### config.mk
export PLATFORM = sky130hd
export DESIGN_NAME = crc_serial_engine
export DESIGN_NICKNAME = d
export VERILOG_FILES = /design/src/rtl/crc_serial_engine.sv
export SDC_FILE = /design/constraint.sdc
export NUM_CORES = 1
export LEC_CHECK = 0
export ABC_AREA = 1
export CAP_MARGIN = 20
export CORE_MARGIN = 1
export CORE_UTILIZATION = 55
export CTS_CLUSTER_SIZE = 10
export DETAILED_ROUTE_END_ITERATION = 8
export PLACE_DENSITY_LB_ADDON = 0.05
export SLEW_MARGIN = 10
export SYNTH_ARGS = -nofsm -noshare
export SYNTH_HDL_FRONTEND = slang
export SYNTH_SLANG_ARGS = --single-unit
### constraint.sdc
create_clock -name clk -period 2.95 [get_ports clk]
set_clock_uncertainty 0.2 [all_clocks]
set_input_delay 0.295 -clock clk [delete_from_list [all_inputs] [get_ports clk]]
set_output_delay 0.295 -clock clk [all_outputs]
set_load 0.01 [all_outputs]
### src/rtl/crc_serial_engine.sv
// Bit-serial CRC generator/checker: one MSB-first division step per clock,
// valid/ready on both sides, result held in DONE until the consumer takes it.
module crc_serial_engine #(
  parameter int                 DATA_W = 8,
  parameter int                 CRC_W  = 3,
  parameter logic [CRC_W-1:0]   POLY   = 3'b011
) (
  input  logic                      clk,
  input  logic                      rst,
  input  logic                      in_valid,
  output logic                      in_ready,
  input  logic                      in_mode,
  input  logic [DATA_W-1:0]         in_data,
  input  logic [CRC_W-1:0]          in_crc,
  output logic                      out_valid,
  input  logic                      out_ready,
  output logic [CRC_W-1:0]          out_crc,
  output logic [DATA_W+CRC_W-1:0]   out_code,
  output logic                      out_err,
  output logic                      out_mode
);

  localparam int CODE_W = DATA_W + CRC_W;
  localparam int CNT_W  = $clog2(CODE_W + 1);

  typedef enum logic [1:0] {
    ST_IDLE,
    ST_SHIFT,
    ST_DONE
  } state_t;

  state_t              state_q, state_d;
  logic [CRC_W-1:0]    rem_q, rem_d;
  logic [CNT_W-1:0]    cnt_q, cnt_d;
  logic [CODE_W-1:0]   shreg_q, shreg_d;
  logic [CODE_W-1:0]   code_q, code_d;
  logic                mode_q, mode_d;
  logic                in_ready_q;
  logic                out_valid_q;
  logic [CRC_W-1:0]    res_crc_q, res_crc_d;
  logic [CODE_W-1:0]   res_code_q, res_code_d;
  logic                res_err_q, res_err_d;
  logic                res_mode_q, res_mode_d;

  // One division step: shift the remainder, fold in the generator when the
  // outgoing remainder bit differs from the incoming message bit.
  logic                fb;
  logic [CRC_W-1:0]    rem_shl;
  logic [CRC_W-1:0]    rem_step;

  assign fb      = rem_q[CRC_W-1] ^ shreg_q[CODE_W-1];
  assign rem_shl = {rem_q[CRC_W-2:0], 1'b0};

  generate
    for (genvar gi = 0; gi < CRC_W; gi++) begin : g_step
      assign rem_step[gi] = rem_shl[gi] ^ (fb & POLY[gi]);
    end
  endgenerate

  always_comb begin
    state_d    = state_q;
    rem_d      = rem_q;
    cnt_d      = cnt_q;
    shreg_d    = shreg_q;
    code_d     = code_q;
    mode_d     = mode_q;
    res_crc_d  = res_crc_q;
    res_code_d = res_code_q;
    res_err_d  = res_err_q;
    res_mode_d = res_mode_q;

    case (state_q)
      ST_IDLE: begin
        if (in_valid && in_ready_q) begin
          code_d  = {in_data, (in_mode ? in_crc : {CRC_W{1'b0}})};
          shreg_d = {in_data, (in_mode ? in_crc : {CRC_W{1'b0}})};
          rem_d   = '0;
          mode_d  = in_mode;
          cnt_d   = in_mode ? CNT_W'(CODE_W - 1) : CNT_W'(DATA_W - 1);
          state_d = ST_SHIFT;
        end
      end
      ST_SHIFT: begin
        rem_d   = rem_step;
        shreg_d = {shreg_q[CODE_W-2:0], 1'b0};
        if (cnt_q == '0) begin
          state_d    = ST_DONE;
          res_crc_d  = rem_step;
          res_code_d = mode_q ? code_q : {code_q[CODE_W-1:CRC_W], rem_step};
          res_err_d  = mode_q & (|rem_step);
          res_mode_d = mode_q;
        end else begin
          cnt_d = cnt_q - CNT_W'(1);
        end
      end
      ST_DONE: begin
        if (out_ready) begin
          state_d = ST_IDLE;
        end
      end
      default: begin
        state_d = ST_IDLE;
      end
    endcase
  end

  always_ff @(posedge clk or posedge rst) begin
    if (rst) begin
      state_q     <= ST_IDLE;
      rem_q       <= '0;
      cnt_q       <= '0;
      shreg_q     <= '0;
      code_q      <= '0;
      mode_q      <= 1'b0;
      in_ready_q  <= 1'b0;
      out_valid_q <= 1'b0;
      res_crc_q   <= '0;
      res_code_q  <= '0;
      res_err_q   <= 1'b0;
      res_mode_q  <= 1'b0;
    end else begin
      state_q     <= state_d;
      rem_q       <= rem_d;
      cnt_q       <= cnt_d;
      shreg_q     <= shreg_d;
      code_q      <= code_d;
      mode_q      <= mode_d;
      // Handshake flags track the state being entered so they are glitch-free.
      in_ready_q  <= (state_d == ST_IDLE);
      out_valid_q <= (state_d == ST_DONE);
      res_crc_q   <= res_crc_d;
      res_code_q  <= res_code_d;
      res_err_q   <= res_err_d;
      res_mode_q  <= res_mode_d;
    end
  end

  assign in_ready  = in_ready_q;
  assign out_valid = out_valid_q;
  assign out_crc   = res_crc_q;
  assign out_code  = res_code_q;
  assign out_err   = res_err_q;
  assign out_mode  = res_mode_q;

endmodule
==> metrics.md <==
| Metric | Value |
|---|---|
| Crit path capture type | flip-flop |
| Mapped Area | 2110 um2 |
| Register area | 1250 um2 |
| Lkg Pwr | 0.00126 uW |
| Crit. Startpoint | cnt_q[0]$_DFFE_PP0P_ |
| Sequential area share after synthesis | 59.3% |
| Clk slew on worst S/H paths | 0.09 ns |
| Final #Nets | 281 |
| Worst Path Class, Setup | flip-flop to flip-flop |
| Gr usage total | 20.9% |
| R2r worst-path depth | 9 |
| CP top delay family | simple AND/OR/NAND/NOR gates |
| Final WS setup | 1.10 ns |
| Average size of a mapped cell | 9.26 um2 |
| Switching power share of the total | 37.9% |
| CTS Buf Count | 5 |
| Yosys warning count | 0 |
| Die Area | 4090 um2 |
| Ys flop type | dfrtp_1 |
| Multi-input logic area | 706 um2 |
| Grt ovf | 0 |
| Seq pwr share | 43.2% |
| Core area | 3660 um2 |
| Row count | 22 |
| Number of max-cap violations | 0 |
| Final design area excluding fillers | 2550 um2 |
| Post-synth EDFFs | 0 |
| Final period util | 62.7% |
| Global-route wire length before repair | 6490 um |
| Initial core utilization | 57.7% |
| Req. time, crit path | 2.93 ns |
| Clk buf depth | 2 |
| Pint | 1650 uW |
| Synth top area share | 59.3% |
| Cell variety after synth | 21 |
| Htree depth | 2 |
| R2R Setup Slk | 1.10 ns |
| Yosys reg bits | 50 |
| Dpl hpwl | 2710 um |
| Post-route setup TNS | 0 ns |
| # setup viols final | 0 |
| Setup bufs post-CTS | 0 |
| Clock Sinks | 50 |
| Die W | 64.0 um |
| Final ANT Viol Nets | 0 |
| Max-slew headroom | 62.7% |
| Cell Chain, Critical Path | inv_1 > ha_1 > inv_1 > nor2_1 > nand2_1 > nor2_4 > inv_2 > nand2_1 > o21ai_2 |
| Initial antenna violation count | 0 |
| Hold-fix buffers, CTS | 0 |
| Outcome | finished clean |
| P&R area growth vs syn | 21.0% |
| Post-CTS sizing | 0 |
| Largest net degree at the start of global routing | 31 |
| Final hold viol count | 0 |
| Antenna cells | 0 |
| I/O Pins | 34 |
| Final min period | 1.85 ns |
| CTS tree | built |
| Via-to-Cell Ratio | 4.93 |
| Comb pwr share | 41.7% |
| Synth Net Count | 245 |
| Placed Area | 2460 um2 |
| Worst-margin pin slew | 0.559 ns |
| Crit Path Max Fanout | 30 |
| Clk_lat worst skew | 0.30 ns |
| Max incr delay on CP | 0.38 ns |
| Dominant cell type by area after synthesis | dfrtp_1 |
| WP data arrival | 1.83 ns |
| Drt total wl | 3600 um |
| Sw Pwr | 1010 uW |
| CTS Root Cell | clkbuf_8 |
| Post-Synthesis Cells | 228 |
| Die Y | 64.0 um |
| Worst min path class | primary input to asynchronous set/reset pin |
| WP buf/inv | 3 |
| Crit path depth | 9 |
| Most common cell in the netlist | nand2_1 |
| Wirelength per Cell | 11.5 um |
| Pwr dens | 1040 nW/um2 |
| Layout cell share with drive strength beyond 1 | 12.8% |
| Synth top area cells | dfrtp_1 59%, nand2_1 14%, o21ai_2 5.0%, nand3_1 4.0%, inv_1 3.7% |
| # fillers | 309 |
| Dpl ws | 1.10 ns |
| RSZ-0062 raised after global routing | no |
| CP max stage cell | dfrtp_1 |
| Critical R2R Launch | cnt_q[0]$_DFFE_PP0P_ |
| Clk pwr share | 15.2% |
| IO Port Bufs | 33 |
| Iter 0 DRT Violations | 93 |
| Startpoint Class | flip-flop |
| Top cells by count, synth | 80 x nand2_1, 50 x dfrtp_1, 21 x inv_1, 17 x nand3_1, 14 x o21ai_0 |
| Max-slew violations | 0 |
| Via Count | 1,544 |
| Worst VDD drop | 0.000628 V |
| Gpl congestion | 0.851 |
| DRT Pass-1 Iters | 4 |
| DRC viols | 0 |
| R2R Path End | out_code[4]$_DFFE_PP0P_ |
| Max Freq | 541 MHz |
| Vias in the first global route | 1,449 |
| Ys async rst share | 100% |
cell type report:
class / count / share of cell area [%]
Clock inverter: 2 / 0.490
Tap cell: 48 / 2.35
Sequential cell: 50 / 49.0
Multi-Input combinational cell: 146 / 27.6
Timing Repair Buffer: 35 / 13.5
Clock buffer: 6 / 3.23
Inverter: 26 / 3.82
power by group through the flow:
| stage | sequential (uW) | combinational [uW] | clock, uW |
|---|---|---|---|
| 2_1_floorplan | 1190 | 711 | 0 |
| 3_3_place_gp | 1150 | 1090 | 0 |
| 3_5_place_dp | 1160 | 1120 | 0 |
| 4_1_cts | 1150 | 1120 | 417 |
| 5_1_grt | 1190 | 1250 | 437 |
| 6_report | 1150 | 1110 | 403 |
kinds of logic after synthesis:
kind of cell	after synthesis	share of synthesized area (%)
and+or+nand+nor	112	22.5
DFF	50	59.3
AOI/OAI and AO/OA	33	10.4
buffers and inverters	32	7.29
adders and majority gates	1	0.593
worst max path at each step:
| stage | to | slack, ns |
|---|---|---|
| 2_1_floorplan | cnt_q[0]$_DFFE_PP0P_ | 1.25 |
| 3_3_place_gp | out_code[9]$_DFFE_PP0P_ | 1.16 |
| 3_5_place_dp | out_code[4]$_DFFE_PP0P_ | 1.10 |
| 4_1_cts | out_code[4]$_DFFE_PP0P_ | 1.09 |
| 5_1_grt | out_code[4]$_DFFE_PP0P_ | 0.95 |
| 6_report | out_code[4]$_DFFE_PP0P_ | 1.10 |
stage by stage:
stage	total power [uW]	hold slack (ns)	cells	utilization [%]
floorplan	1900	0.223	228	-
finish	2660	0.0506	313	69.8
detailed placement	2280	0.268	305	67.2
global route	2880	0.0901	313	69.8
global placement	2240	0.258	305	67.2
CTS	2680	0.0539	313	69.8
layer usage:
| metal | up-vias | global-route usage (%) | share of wire, % |
|---|---|---|---|
| met5 | - | 0 | 0 |
| met4 | 0 | 8.52 | 1.2 |
| met3 | 5 | 4.29 | 2.6 |
| met2 | 28 | 31.0 | 44 |
| met1 | 718 | 30.0 | 52 |
| li1 | 793 | - | - |
sequential cells by signal, summed over array words and instances, names as in the netlist:
name,flops
cnt_q,4
code_q,11
in_ready,1
mode_q,1
out_code,11
out_crc,3
out_err,1
out_mode,1
out_valid,1
rem_q,3
shreg_q,11
state_q,2
layout by cell type, fill, tap and decap left out, drive strengths merged:
| cell | netlist | routed |
|---|---|---|
| inv | 26 | 26 |
| clkinvlp | 0 | 1 |
| nand2 | 83 | 83 |
| o22ai | 3 | 3 |
| o21bai | 1 | 1 |
| nand3b | 1 | 1 |
| buf | 5 | 2 |
| o211ai | 1 | 1 |
| clkbuf | 1 | 6 |
| clkinv | 0 | 1 |
| a21oi | 1 | 1 |
| dfrtp | 50 | 50 |
| o21ai | 27 | 27 |
| clkdlybuf4s50 | 0 | 33 |
| ha | 1 | 1 |
| nand3 | 18 | 18 |
| nor2 | 10 | 10 |
Power figures use the tool's default switching activity.
